[config.mk]
export PLATFORM = sky130hd
export DESIGN_NAME = kamacore_mem_arbiter
export DESIGN_NICKNAME = d
export VERILOG_FILES = /design/src/rtl/kamacore_mem_arbiter.sv
export SDC_FILE = /design/constraint.sdc
export NUM_CORES = 1
export LEC_CHECK = 0
export CAP_MARGIN = 15
export CORE_UTILIZATION = 41
export CTS_CLUSTER_SIZE = 28
export DETAILED_ROUTE_END_ITERATION = 8
export PLACE_DENSITY_LB_ADDON = 0.12
export SYNTH_ARGS = -nofsm -noshare
export SYNTH_HDL_FRONTEND = slang
export SYNTH_SLANG_ARGS = --single-unit
[constraint.sdc]
create_clock -name clk -period 14 [get_ports clk]
set_input_delay 4.2 -clock clk [delete_from_list [all_inputs] [get_ports clk]]
set_output_delay 4.2 -clock clk [all_outputs]
set_load 0.03 [all_outputs]
[src/rtl/kamacore_mem_arbiter.sv]
// Arbiter sharing the unified instruction/data RAM port between fetch and load/store.
// Define KAMACORE_ARB_ROUND_ROBIN_EN for round-robin on contention; default is data-over-fetch priority.
module kamacore_mem_arbiter #(
  parameter int unsigned CPU_WIDTH      = 32,
  parameter int unsigned MEM_ADDR_WIDTH = 10,
  parameter int unsigned BE_WIDTH       = CPU_WIDTH / 8
) (
  input  logic                      clk,
  input  logic                      rst,

  input  logic                      if_req_valid,
  output logic                      if_req_ready,
  input  logic [MEM_ADDR_WIDTH-1:0] if_req_addr,
  output logic                      if_rsp_valid,
  input  logic                      if_rsp_ready,
  output logic [CPU_WIDTH-1:0]      if_rsp_data,

  input  logic                      d_req_valid,
  output logic                      d_req_ready,
  input  logic                      d_req_we,
  input  logic [BE_WIDTH-1:0]       d_req_be,
  input  logic [MEM_ADDR_WIDTH-1:0] d_req_addr,
  input  logic [CPU_WIDTH-1:0]      d_req_wdata,
  output logic                      d_rsp_valid,
  input  logic                      d_rsp_ready,
  output logic [CPU_WIDTH-1:0]      d_rsp_data,

  output logic                      mem_we,
  output logic [MEM_ADDR_WIDTH-1:0] mem_a,
  output logic [CPU_WIDTH-1:0]      mem_di,
  input  logic [CPU_WIDTH-1:0]      mem_spo
);

  localparam int unsigned LANE_W = 8;

  logic                      if_elig;
  logic                      d_elig;
  logic                      gnt_if;
  logic                      gnt_d;
  logic                      d_store;
  logic [CPU_WIDTH-1:0]      merged;
  logic [MEM_ADDR_WIDTH-1:0] a_q;

  // A slot is free when empty or being drained this cycle.
  assign if_elig = if_req_valid && (!if_rsp_valid || if_rsp_ready);
  assign d_elig  = d_req_valid  && (!d_rsp_valid  || d_rsp_ready);

`ifdef KAMACORE_ARB_ROUND_ROBIN_EN
  // rr_q = 1 means data wins the next contended cycle.
  logic rr_q;
  logic contended;

  assign contended = if_elig && d_elig;

  always_comb begin
    gnt_if = 1'b0;
    gnt_d  = 1'b0;
    if (!rst) begin
      gnt_if = if_elig && (!d_elig || !rr_q);
      gnt_d  = d_elig  && (!if_elig || rr_q);
    end
  end

  always_ff @(posedge clk or posedge rst) begin
    if (rst) begin
      rr_q <= 1'b0;
    end else if (contended) begin
      rr_q <= gnt_if;
    end
  end
`else
  always_comb begin
    gnt_if = 1'b0;
    gnt_d  = 1'b0;
    if (!rst) begin
      gnt_d  = d_elig;
      gnt_if = if_elig && !d_elig;
    end
  end
`endif

  assign if_req_ready = gnt_if;
  assign d_req_ready  = gnt_d;
  assign d_store      = gnt_d && d_req_we;

  // Read-modify-write: enabled store lanes over the current RAM word.
  always_comb begin
    merged = mem_spo;
    for (int unsigned i = 0; i < BE_WIDTH; i++) begin
      if (d_req_be[i]) begin
        merged[i*LANE_W +: LANE_W] = d_req_wdata[i*LANE_W +: LANE_W];
      end
    end
  end

  // RAM port: granted address, otherwise the last one; non-writes echo the read word.
  always_comb begin
    mem_a  = a_q;
    mem_we = d_store;
    mem_di = mem_spo;
    if (gnt_d) begin
      mem_a = d_req_addr;
    end else if (gnt_if) begin
      mem_a = if_req_addr;
    end
    if (d_store) begin
      mem_di = merged;
    end
  end

  always_ff @(posedge clk or posedge rst) begin
    if (rst) begin
      a_q <= '0;
    end else if (gnt_d) begin
      a_q <= d_req_addr;
    end else if (gnt_if) begin
      a_q <= if_req_addr;
    end
  end

  // Fetch response slot.
  always_ff @(posedge clk or posedge rst) begin
    if (rst) begin
      if_rsp_valid <= 1'b0;
      if_rsp_data  <= '0;
    end else if (gnt_if) begin
      if_rsp_valid <= 1'b1;
      if_rsp_data  <= mem_spo;
    end else if (if_rsp_ready) begin
      if_rsp_valid <= 1'b0;
    end
  end

  // Data response slot: load word or the word as written.
  always_ff @(posedge clk or posedge rst) begin
    if (rst) begin
      d_rsp_valid <= 1'b0;
      d_rsp_data  <= '0;
    end else if (gnt_d) begin
      d_rsp_valid <= 1'b1;
      d_rsp_data  <= d_req_we ? merged : mem_spo;
    end else if (d_rsp_ready) begin
      d_rsp_valid <= 1'b0;
    end
  end

endmodule

Word level (Yosys, flattened, before mapping)
Cells that the tools add are included.
Widths: inputs -> output; s select.

word-level totals
  flip-flop bits (word level) = 76
  input port bits = 95
  word-level logic and storage cells = 30

cells by class
  muxes and demuxes = 14
  reductions and logical operators = 11

operator list
  operator           count
  $mux 32            2
  $mux 8             4
  $mux 10            2
  $mux 1             6
  $logic_and 1x1->1  4
  $reduce_bool 2->1  2
  $logic_not 1->1    3
  $logic_or 1x1->1   2

Longest topological paths before layout
  word-level depth = 8
  gate-level depth with buffers = 6

Worst setup path before layout
Ideal clock, no wire load.

  path type = input -> output
  from = in rst
  to = out mem_a[1]
  arrival time = 7.583 ns
  slack = 2.217 ns
  cell stages on the path = 6
  cells stage by stage = inv_1 > nand3_1 > inv_1 > clkbuf_1 > a22oi_1 > o21ai_0

on the way
  elaborated cells on any way between the ends = 4

RTL lines
  item             RTL line  text
  from (decl)      9         input logic rst,
  $mux 1           75        if (!rst) begin
  via d_req_ready  19        output logic d_req_ready,
  $mux 10          -
  to (decl)        29        output logic [MEM_ADDR_WIDTH-1:0] mem_a,

The timed path passes the listed nets, and every way through them passes these cells.

Worst setup path after layout
  from = in rst
  to = out mem_a[0]

on the way
  word-level cells in the longest chain between the ends = 3
  elaborated cells on any way between the ends = 4

ends and longest elaborated chain
  item       RTL line  text
  $mux 1     75
  $mux 10    103       end else if (gnt_if) begin
  $mux 10 *  -

Every way passes the cells marked *; elsewhere a longest branch is shown, timed or not.

==> results.sh <==
export IMPL_peakVddDrop_mv=0.0745
export IMPL_synth_cells=300
export IMPL_critPathMaxStageDelay_ps=740
export IMPL_worstSetupPathType="in -> out"
export IMPL_rsz0062_at_grt="no"
export IMPL_dp_slack_ps=2590
export IMPL_die_w_um=95.7
export IMPL_critPathArrivalTime_ps=7210
export IMPL_viasPerCell=4.93
export IMPL_finClkSkew_ps=14.1
export IMPL_insertion_delay_ps=340
export IMPL_synth_edf_count=0
export IMPL_grt_pass1_vias=2959
export IMPL_grt_total_usage_pct=21.9
export IMPL_dr_pass1_iters=4
export IMPL_path_common_cell="clkdlybuf4s50_1"
export IMPL_synthFlopType="dfrtp_1"
export IMPL_final_common_cell="clkdlybuf4s50_1"
export IMPL_hp_start="d_rsp_data[26]"
export IMPL_start_util_pct=43.2
export IMPL_nets=600
export IMPL_setup_violations=0
export IMPL_ant_nets=0
export IMPL_timing_rr_end="if_rsp_data[30]"
export IMPL_cp_required_ps=9800
export IMPL_wirelength_um=10200
export IMPL_yosysSeqAreaShare_pct=52.8
export IMPL_rrSetupSlack_ps=11580
export IMPL_final_cell_mix="205 x clkdlybuf4s50_1, 76 x dfrtp_1, 55 x mux2_2"
export IMPL_slowest_stage="clkdlybuf4s50_1"
export IMPL_gp_congestion=0.761
export IMPL_worst_path_buf_inv=5
export IMPL_syn2layout_area_growth_pct=65.8
export IMPL_htreeDepth=3
export IMPL_cts_buffers=9
export IMPL_end_kind="primary output"
export IMPL_antenna_found_initial=0
export IMPL_wl_per_cell_um=16.6
export IMPL_drv_cap=0
export IMPL_dr_wl_met2_um=4840
export IMPL_finalCriticalPeriod_ps=11410
export IMPL_crit_fanout=69
export IMPL_outcome="finished clean"
export IMPL_boundaryPins=206
export IMPL_dieArea_um2=9160
export IMPL_wl_met3_um=1060
export IMPL_total_power_uw=787
export IMPL_pwr_share_clk_pct=25.3
export IMPL_hp_class="reg -> reg"
export IMPL_p_leak_nw=2.61
export IMPL_seqPwrFrac_pct=35.8
export IMPL_root_buffer="clkbuf_8"
export IMPL_reg2reg_depth=4
export IMPL_final_util_pct=71.6
export IMPL_place_inst=599
export IMPL_clock_tree_buffer_depth=2
export IMPL_dp_hpwl_um=7620
export IMPL_cts_setup_buffers=0
export IMPL_p_sw_uw=265
export IMPL_wl_met1_um=4100
export IMPL_power_density_nw_per_um2=132
export IMPL_grt_pass1_wl_um=15000
export IMPL_numPortBuffers=205
export IMPL_hold_depth=2
export IMPL_p_sw_share_pct=33.7
export IMPL_fillers=616
export IMPL_comb_power_share_pct=38.9
export IMPL_maxSlewHeadroom_pct=35.6
export IMPL_cp_start_kind="input port"
export IMPL_die_y_um=95.7
export IMPL_top_layer_used="met4"
export IMPL_rr_startpoint="if_rsp_valid"
export IMPL_syn_area_um2=3600
export IMPL_whs_endpoint="d_rsp_data[26]"
export IMPL_async_flop_share_pct=100
export IMPL_grt_max_degree=77
export IMPL_rows=33
export IMPL_p_int_uw=522
export IMPL_drtIter0Drc=81
export IMPL_worst_pin_slew_ps=966
export IMPL_cts_tree="yes"
export IMPL_worstPathCellList="clkdlybuf4s50_1, clkinv_2, nand3_2, buf_4, inv_1, or2_1, o21ai_0, clkdlybuf4s50_1"
export IMPL_synth_seq_cells=76
export IMPL_antennaDiodeCount=0
export IMPL_crit_family="buffers and inverters"
export IMPL_setup_ws_ps=2590
export IMPL_cts_resized=0
export IMPL_num_vias=3028
export IMPL_yosysWarningCount=0
export IMPL_ys_types=22
export IMPL_worst_setup_hold_path_clk_slew_ps=70
export IMPL_synth_net_count=395
export IMPL_overflow=0
export IMPL_avgSynthCellArea_um2=12.0
export IMPL_drv_slew=0
export IMPL_stdcell_area_um2=5970
export IMPL_fin_cells=614
export IMPL_drive_gt1_share_pct=16.1
export IMPL_drc=0
export IMPL_placed_area_um2=5730
export IMPL_maxClockFrequency_mhz=87.7
export IMPL_whs_ps=479
export IMPL_cts_hold_buf=0
export IMPL_hold_viol=0
export IMPL_tns_ps=0
export IMPL_core_area_um2=8340
export IMPL_finalCritPeriodShare_pct=81.5
export IMPL_clock_sinks=76
-- flip-flops by register name, summed over array words and instances (netlist names) --
name	count
a_q	10
d_rsp_data	32
d_rsp_valid	1
if_rsp_data	32
if_rsp_valid	1
-- cells in the mapped netlist (2+ instances only) --
| master | n | area [µm²] |
|---|---|---|
| nand2_1 | 37 | 139 |
| dfrtp_1 | 76 | 1900 |
| o21ai_0 | 42 | 210 |
| mux2i_1 | 32 | 320 |
| mux2_1 | 9 | 101 |
| buf_2 | 2 | 10.0 |
| inv_1 | 13 | 48.8 |
| buf_6 | 3 | 33.8 |
| mux2_2 | 55 | 619 |
| buf_1 | 3 | 11.3 |
| a22oi_1 | 10 | 75.1 |
| nor2_2 | 4 | 25.0 |
| clkbuf_1 | 5 | 18.8 |
-- per-layer routing --
metal | GRT usage (%) | vias up
li1 | - | 1470
met1 | 25.9 | 1417
met2 | 37.0 | 127
met3 | 7.11 | 14
met4 | 8.08 | 0
met5 | 0 | -
-- power groups by stage --
stage	clock [mW]	sequential (mW)	combinational, mW
3_5_place_dp	0	0.287	0.308
4_1_cts	0.204	0.283	0.309
3_3_place_gp	0	0.285	0.305
2_1_floorplan	0	0.362	0.0851
5_1_grt	0.213	0.288	0.322
6_report	0.199	0.282	0.306
-- cell type report --
class	count	area, µm²	area share, %
clock inverter	5	100	1.68
timing repair buffer	208	2070	34.8
clock buffer	10	138	2.31
inverter	13	50.0	0.839
sequential	76	1900	31.9
tap	105	131	2.20
multi-input combinational	197	1570	26.4
-- worst register-to-register path, cell delays in order, from the launching register on --
cell       delay (ps)
dfrtp_1           390
nor2b_1           170
a2111oi_4         780
buf_4             560
mux2_2            420
-- worst max-delay path by stage --
| stage | startpoint | endpoint | depth (start not counted) |
|---|---|---|---|
| floorplan | rst | mem_a[1] | 6 |
| finish | rst | mem_a[0] | 8 |
| CTS | rst | mem_a[0] | 8 |
| global placement | rst | mem_a[5] | 8 |
| global route | rst | mem_a[0] | 8 |
| detailed placement | rst | mem_a[0] | 8 |
-- logic make-up after synthesis --
family / Yosys count / share of synthesized area [%]
compound gates: 53 / 8.69
buf+inv: 27 / 3.62
flops: 76 / 52.8
mux: 96 / 28.9
simple gates: 48 / 5.94
Power figures use the tool's default switching activity.
